--- config.mk ---
export PLATFORM = sky130hd
export DESIGN_NAME = iq_lane_serializer
export DESIGN_NICKNAME = d
export VERILOG_FILES = /design/src/rtl/iq_pkg.sv /design/src/rtl/iq_word_fifo2.sv /design/src/rtl/iq_lane_serializer.sv
export SDC_FILE = /design/constraint.sdc
export NUM_CORES = 1
export LEC_CHECK = 0
export ABC_AREA = 1
export CAP_MARGIN = 20
export CORE_MARGIN = 2
export CORE_UTILIZATION = 57
export CTS_CLUSTER_DIAMETER = 100
export CTS_CLUSTER_SIZE = 8
export DETAILED_ROUTE_END_ITERATION = 12
export GPL_TIMING_DRIVEN = 1
export PLACE_DENSITY = 0.84
export SLEW_MARGIN = 20
export SYNTH_ARGS = -nofsm -noshare
export SYNTH_HDL_FRONTEND = slang
export SYNTH_SLANG_ARGS = --single-unit
--- constraint.sdc ---
create_clock -name clk -period 8.11 [get_ports clk]
set_clock_uncertainty 0.05 [all_clocks]
set_input_delay 2.0275 -clock clk [delete_from_list [all_inputs] [get_ports clk]]
set_output_delay 2.0275 -clock clk [all_outputs]
set_load 0.05 [all_outputs]
--- src/rtl/iq_pkg.sv ---
// rtl/iq_pkg.sv - shared IQ constants, default sizes and width helper
package iq_pkg;

    localparam int IQ_DEF_SAMPLE_W = 12;
    localparam int IQ_DEF_CHANNELS = 2;

    localparam logic IQ_SEL_I = 1'b0;
    localparam logic IQ_SEL_Q = 1'b1;

    // Width of a channel index; a single channel still gets a 1-bit field.
    function automatic int iq_ch_w(input int channels);
        return (channels > 1) ? $clog2(channels) : 1;
    endfunction

endpackage

--- src/rtl/iq_word_fifo2.sv ---
// rtl/iq_word_fifo2.sv - two-entry word buffer carrying channel count and swap flag
module iq_word_fifo2 #(
    parameter int DATA_W = 48,
    parameter int CNT_W  = 2
) (
    input  logic              clk,
    input  logic              rst,
    input  logic              push,
    input  logic [DATA_W-1:0] push_data,
    input  logic [CNT_W-1:0]  push_cnt,
    input  logic              push_swap,
    input  logic              pop,
    output logic [1:0]        count,
    output logic [DATA_W-1:0] head_data,
    output logic [CNT_W-1:0]  head_cnt,
    output logic              head_swap
);

    logic [DATA_W-1:0] data_mem [2];
    logic [CNT_W-1:0]  cnt_mem  [2];
    logic              swap_mem [2];
    logic              wr_ptr;
    logic              rd_ptr;

    // Pointers and occupancy; a push and pop in the same edge leave count unchanged.
    always_ff @(posedge clk) begin
        if (rst) begin
            wr_ptr <= 1'b0;
            rd_ptr <= 1'b0;
            count  <= 2'd0;
        end else begin
            if (push)
                wr_ptr <= ~wr_ptr;
            if (pop)
                rd_ptr <= ~rd_ptr;
            count <= count + 2'(push) - 2'(pop);
        end
    end

    // Payload storage is deliberately left unreset; occupancy alone decides validity.
    always_ff @(posedge clk) begin
        if (push) begin
            data_mem[wr_ptr] <= push_data;
            cnt_mem[wr_ptr]  <= push_cnt;
            swap_mem[wr_ptr] <= push_swap;
        end
    end

    assign head_data = data_mem[rd_ptr];
    assign head_cnt  = cnt_mem[rd_ptr];
    assign head_swap = swap_mem[rd_ptr];

endmodule

--- src/rtl/iq_lane_serializer.sv ---
// rtl/iq_lane_serializer.sv - packed I/Q word to sample stream serializer; IQ_SER_SWAP_EN adds per-word Q-first ordering
module iq_lane_serializer
    import iq_pkg::*;
#(
    parameter int SAMPLE_W = IQ_DEF_SAMPLE_W,
    parameter int CHANNELS = IQ_DEF_CHANNELS,
    localparam int CNT_W   = $clog2(CHANNELS) + 1,
    localparam int CH_W    = iq_ch_w(CHANNELS)
) (
    input  logic                           clk,
    input  logic                           rst,
    input  logic [2*CHANNELS*SAMPLE_W-1:0] s_data_i,
    input  logic [CNT_W-1:0]               s_ch_cnt_i,
    input  logic                           s_valid_i,
    output logic                           s_ready_o,
`ifdef IQ_SER_SWAP_EN
    input  logic                           s_swap_i,
`endif
    output logic [SAMPLE_W-1:0]            m_data_o,
    output logic                           m_iqsel_o,
    output logic [CH_W-1:0]                m_ch_o,
    output logic                           m_last_o,
    output logic                           m_valid_o,
    input  logic                           m_ready_i
);

    // Lane counter walks 0 .. 2*cnt-1, which always fits in CNT_W bits.
    localparam int LW     = CNT_W;
    localparam int DATA_W = 2 * CHANNELS * SAMPLE_W;
    localparam logic [CNT_W-1:0] CNT_MAX = CNT_W'(CHANNELS);

    logic              rst_r;
    logic              s_swap;
    logic [CNT_W-1:0]  cnt_clamped;
    logic              push;
    logic              pop;
    logic [1:0]        count;
    logic [DATA_W-1:0] head_data;
    logic [CNT_W-1:0]  head_cnt;
    logic              head_swap;
    logic [LW-1:0]     lane_cnt;
    logic [LW-1:0]     sel_pos;
    logic [CNT_W:0]    last_idx;

`ifdef IQ_SER_SWAP_EN
    assign s_swap = s_swap_i;
`else
    assign s_swap = 1'b0;
`endif

    // Delayed reset keeps the slave side closed for one cycle after reset release.
    always_ff @(posedge clk) begin
        rst_r <= rst;
    end

    assign s_ready_o   = (count != 2'd2) & ~rst & ~rst_r;
    assign push        = s_valid_i & s_ready_o;
    assign cnt_clamped = ((s_ch_cnt_i == '0) || (s_ch_cnt_i > CNT_MAX)) ? CNT_MAX : s_ch_cnt_i;

    iq_word_fifo2 #(
        .DATA_W (DATA_W),
        .CNT_W  (CNT_W)
    ) u_fifo (
        .clk       (clk),
        .rst       (rst),
        .push      (push),
        .push_data (s_data_i),
        .push_cnt  (cnt_clamped),
        .push_swap (s_swap),
        .pop       (pop),
        .count     (count),
        .head_data (head_data),
        .head_cnt  (head_cnt),
        .head_swap (head_swap)
    );

    assign m_valid_o = (count != 2'd0) & ~rst;
    assign last_idx  = {head_cnt, 1'b0} - (CNT_W + 1)'(1);
    assign m_last_o  = m_valid_o & ({1'b0, lane_cnt} == last_idx);
    assign pop       = m_valid_o & m_ready_i & m_last_o;

    // Swapping only flips which half of the pair goes first; channel order is unchanged.
    assign sel_pos   = lane_cnt ^ LW'(head_swap);
    assign m_iqsel_o = sel_pos[0] ? IQ_SEL_Q : IQ_SEL_I;
    assign m_ch_o    = CH_W'(lane_cnt >> 1);

    // Sample mux: pick the SAMPLE_W slice of the head word addressed by sel_pos.
    always_comb begin
        m_data_o = '0;
        for (int p = 0; p < 2 * CHANNELS; p++) begin
            if (sel_pos == LW'(p))
                m_data_o = head_data[p*SAMPLE_W +: SAMPLE_W];
        end
    end

    // Lane counter advances per master transfer and wraps to 0 as the head word retires.
    always_ff @(posedge clk) begin
        if (rst)
            lane_cnt <= '0;
        else if (m_valid_o && m_ready_i)
            lane_cnt <= m_last_o ? '0 : lane_cnt + LW'(1);
    end

endmodule

==> flow_summary.json <==
{
  "status": "finished, final reports clean",
  "endpoint": "m_last_o",
  "worstPathMaxFanout": 8,
  "drive_gt1_frac": 0.0439,
  "max_stage_delay_ns": 0.80,
  "hold_viol": 0,
  "worst-r2r-cell-count": 13,
  "max-vdd-ir-drop_mv": 0.112,
  "finalCritPeriodShare": 0.725,
  "h-tree-depth": 3,
  "grt.busiest_layer": "met2",
  "row_count": 32,
  "cts_setup_buffers": 0,
  "final_cells": 580,
  "cts_sinks": 108,
  "dpl.hpwl_um": 5540,
  "start_util": 0.586,
  "syn_to_final_growth_pct": 20.5,
  "ant_nets": 0,
  "arrival_ns": 3.80,
  "die-area_um2": 8670,
  "worst_pin_slew_ns": 0.989,
  "crit_family": "buffers and inverters",
  "synth_top_area_cell": "edfxtp_1",
  "mostFrequentLayoutCells": "nand2_1 (104), edfxtp_1 (100), clkdlybuf4s50_1 (70)",
  "multi_input_comb_area_um2": 1100,
  "netlist_area_um2": 4530,
  "timing.rr.end": "u_fifo.count[1]$_SDFF_PP0_",
  "wirelength_um": 8700,
  "start_kind": "input port",
  "nets": 533,
  "synth.area.top_cells": "edfxtp_1 (66%), nand2_1 (8.6%), nor2_1 (4.6%)",
  "cp_cell_sequence": "clkdlybuf4s50_1 -> inv_1 -> nand2_1 -> inv_1 -> nand3_1 -> inv_1 -> clkdlybuf4s50_1",
  "cp-end-kind": "output port",
  "timing.final.max_slew_violations": 0,
  "coreArea_um2": 7730,
  "path_clk_slew_ns": 0.09,
  "crit_slowest_cell": "clkdlybuf4s50_1",
  "die_h_um": 93.1,
  "io_buffers": 70,
  "final_common_cell": "nand2_1",
  "first_pass_iters": 4,
  "postCtsHoldBufs": 0,
  "use_met2": 0.394,
  "worstSetupPathType": "in2out",
  "clkLatencyLatePin_ns": 0.35,
  "drtIter0Drc": 253,
  "avgRoutedWirePerCell_um": 15.0,
  "grt_max_degree": 51,
  "nFillCells": 526,
  "diodes": 0,
  "cellPowerDensity_nw_per_um2": 182,
  "setup_viol": 0,
  "hold_class": "reg2reg",
  "ioPinCount": 71,
  "viasPerCell": 5.19,
  "grtUsageTotal": 0.216,
  "tns_ns": 0,
  "cts_tree": "built",
  "root_buffer": "clkbuf_8",
  "relSlewSlack": 0.338,
  "p_leak_nw": 2.09,
  "dp_cells": 564,
  "cts_buffer_depth": 2,
  "antenna_found_initial": 0,
  "rsz0062_at_grt": "no",
  "syn-num-nets": 466,
  "crit_path_frequent_cell": "inv_1",
  "overflow": 0,
  "path_depth": 7,
  "fmax_mhz": 170,
  "grt_pass1_wl_um": 14300,
  "ctsResizeCount": 0,
  "ys_warn_count": 0,
  "synth_cells": 406,
  "synth_top_area_frac": 0.664,
  "grt_pass1_vias": 3093,
  "drcViolationCount": 0,
  "seq_area_frac_synth": 0.699,
  "avgSynthCellArea_um2": 11.1,
  "cp-startpoint": "rst",
  "grt_use_met1": 0.254,
  "yosysUniqueCellTypes": 19,
  "cp.buffers_inverters": 5,
  "ff2ff_setup_slack_ns": 5.12,
  "cts_buffers": 9,
  "fp.dieW_um": 93.1,
  "seq_area_um2": 3160,
  "drv_cap": 0,
  "period_minus_slack_ns": 5.88,
  "critPathRequiredTime_ns": 6.03,
  "num_vias": 3013,
  "ys_ff_latch": 108,
  "gp_congestion": 0.831,
  "use_met3": 0.0338
}
-- sequential cells by signal (all words and copies together) (netlist names), named ones only --
signal           count
u_fifo.wr_ptr        1
u_fifo.count         2
u_fifo.data_mem     96
lane_cnt             2
rst_r                1
u_fifo.cnt_mem       4
u_fifo.rd_ptr        1
-- cell usage after synthesis (all sizes together) --
cell / count
or2: 1
o21ai: 27
nand2: 104
nor2: 56
xnor2: 1
inv: 47
o21a: 1
buf: 14
dfxtp: 8
nand3: 12
clkbuf: 3
ha: 6
a21oi: 3
o211ai: 23
edfxtp: 100
-- worst min-delay path by stage --
stage                                          start                         end  slack (ns)  cells after the start
after floorplan           u_fifo.count[1]$_SDFF_PP0_  u_fifo.count[1]$_SDFF_PP0_        0.41                      2
after global placement    u_fifo.count[1]$_SDFF_PP0_  u_fifo.count[1]$_SDFF_PP0_        0.42                      2
after detailed placement  u_fifo.count[1]$_SDFF_PP0_  u_fifo.count[1]$_SDFF_PP0_        0.45                      2
after CTS                 u_fifo.count[1]$_SDFF_PP0_  u_fifo.count[1]$_SDFF_PP0_        0.46                      2
after global routing      u_fifo.count[1]$_SDFF_PP0_  u_fifo.count[1]$_SDFF_PP0_        0.49                      2
final                     u_fifo.count[1]$_SDFF_PP0_  u_fifo.count[1]$_SDFF_PP0_        0.46                      2
-- power breakdown --
part	switching, mW	internal (mW)
logic	0.0468	0.0383
clock network	0.170	0.112
registers	0.00315	0.620
-- kinds of logic after synthesis --
kind of cell	after synthesis	share of synthesized area
xor+xnor	1	0.00194
simple gates	173	0.147
fa+ha+maj	6	0.0166
buf+inv	64	0.0622
flops	108	0.699
compound gates	54	0.0730
-- per-stage QoR --
stage	hold slack, ns	setup slack [ns]	instance area [um^2]	utilization	total power, mW
global route	0.489	2.03	5450	0.706	1.03
floorplan	0.409	2.29	4530	-	0.674
detailed placement	0.446	2.23	5290	0.684	0.721
finish	0.461	2.23	5450	0.706	0.990
global placement	0.421	2.33	5290	0.684	0.718
CTS	0.461	2.21	5450	0.706	0.997
-- worst reg2reg max path, delay by kind of cell, from the launching register on --
kind	cells	cell delay [ns]
AOI/OAI and AO/OA	2	0.25
and+or+nand+nor	4	0.46
xor gates and xnor gates	1	0.15
buffers and inverters	4	1.04
DFF	1	0.62
adders and majority gates	2	0.37
-- layer usage --
metal	vias to the layer above	wire, um
li1	1494	-
met1	1404	3390
met2	99	4700
met3	16	443
met4	0	174
met5	-	0
-- cell type report --
class                           count  share of cell area
Multi-Input combinational cell    234               0.201
Timing Repair Buffer               73               0.133
Tap cell                          102              0.0234
Clock inverter                      6             0.00688
Sequential cell                   108               0.580
Clock buffer                       10              0.0234
Inverter                           47              0.0324
Note: power is estimated with default switching activity, not from simulation.
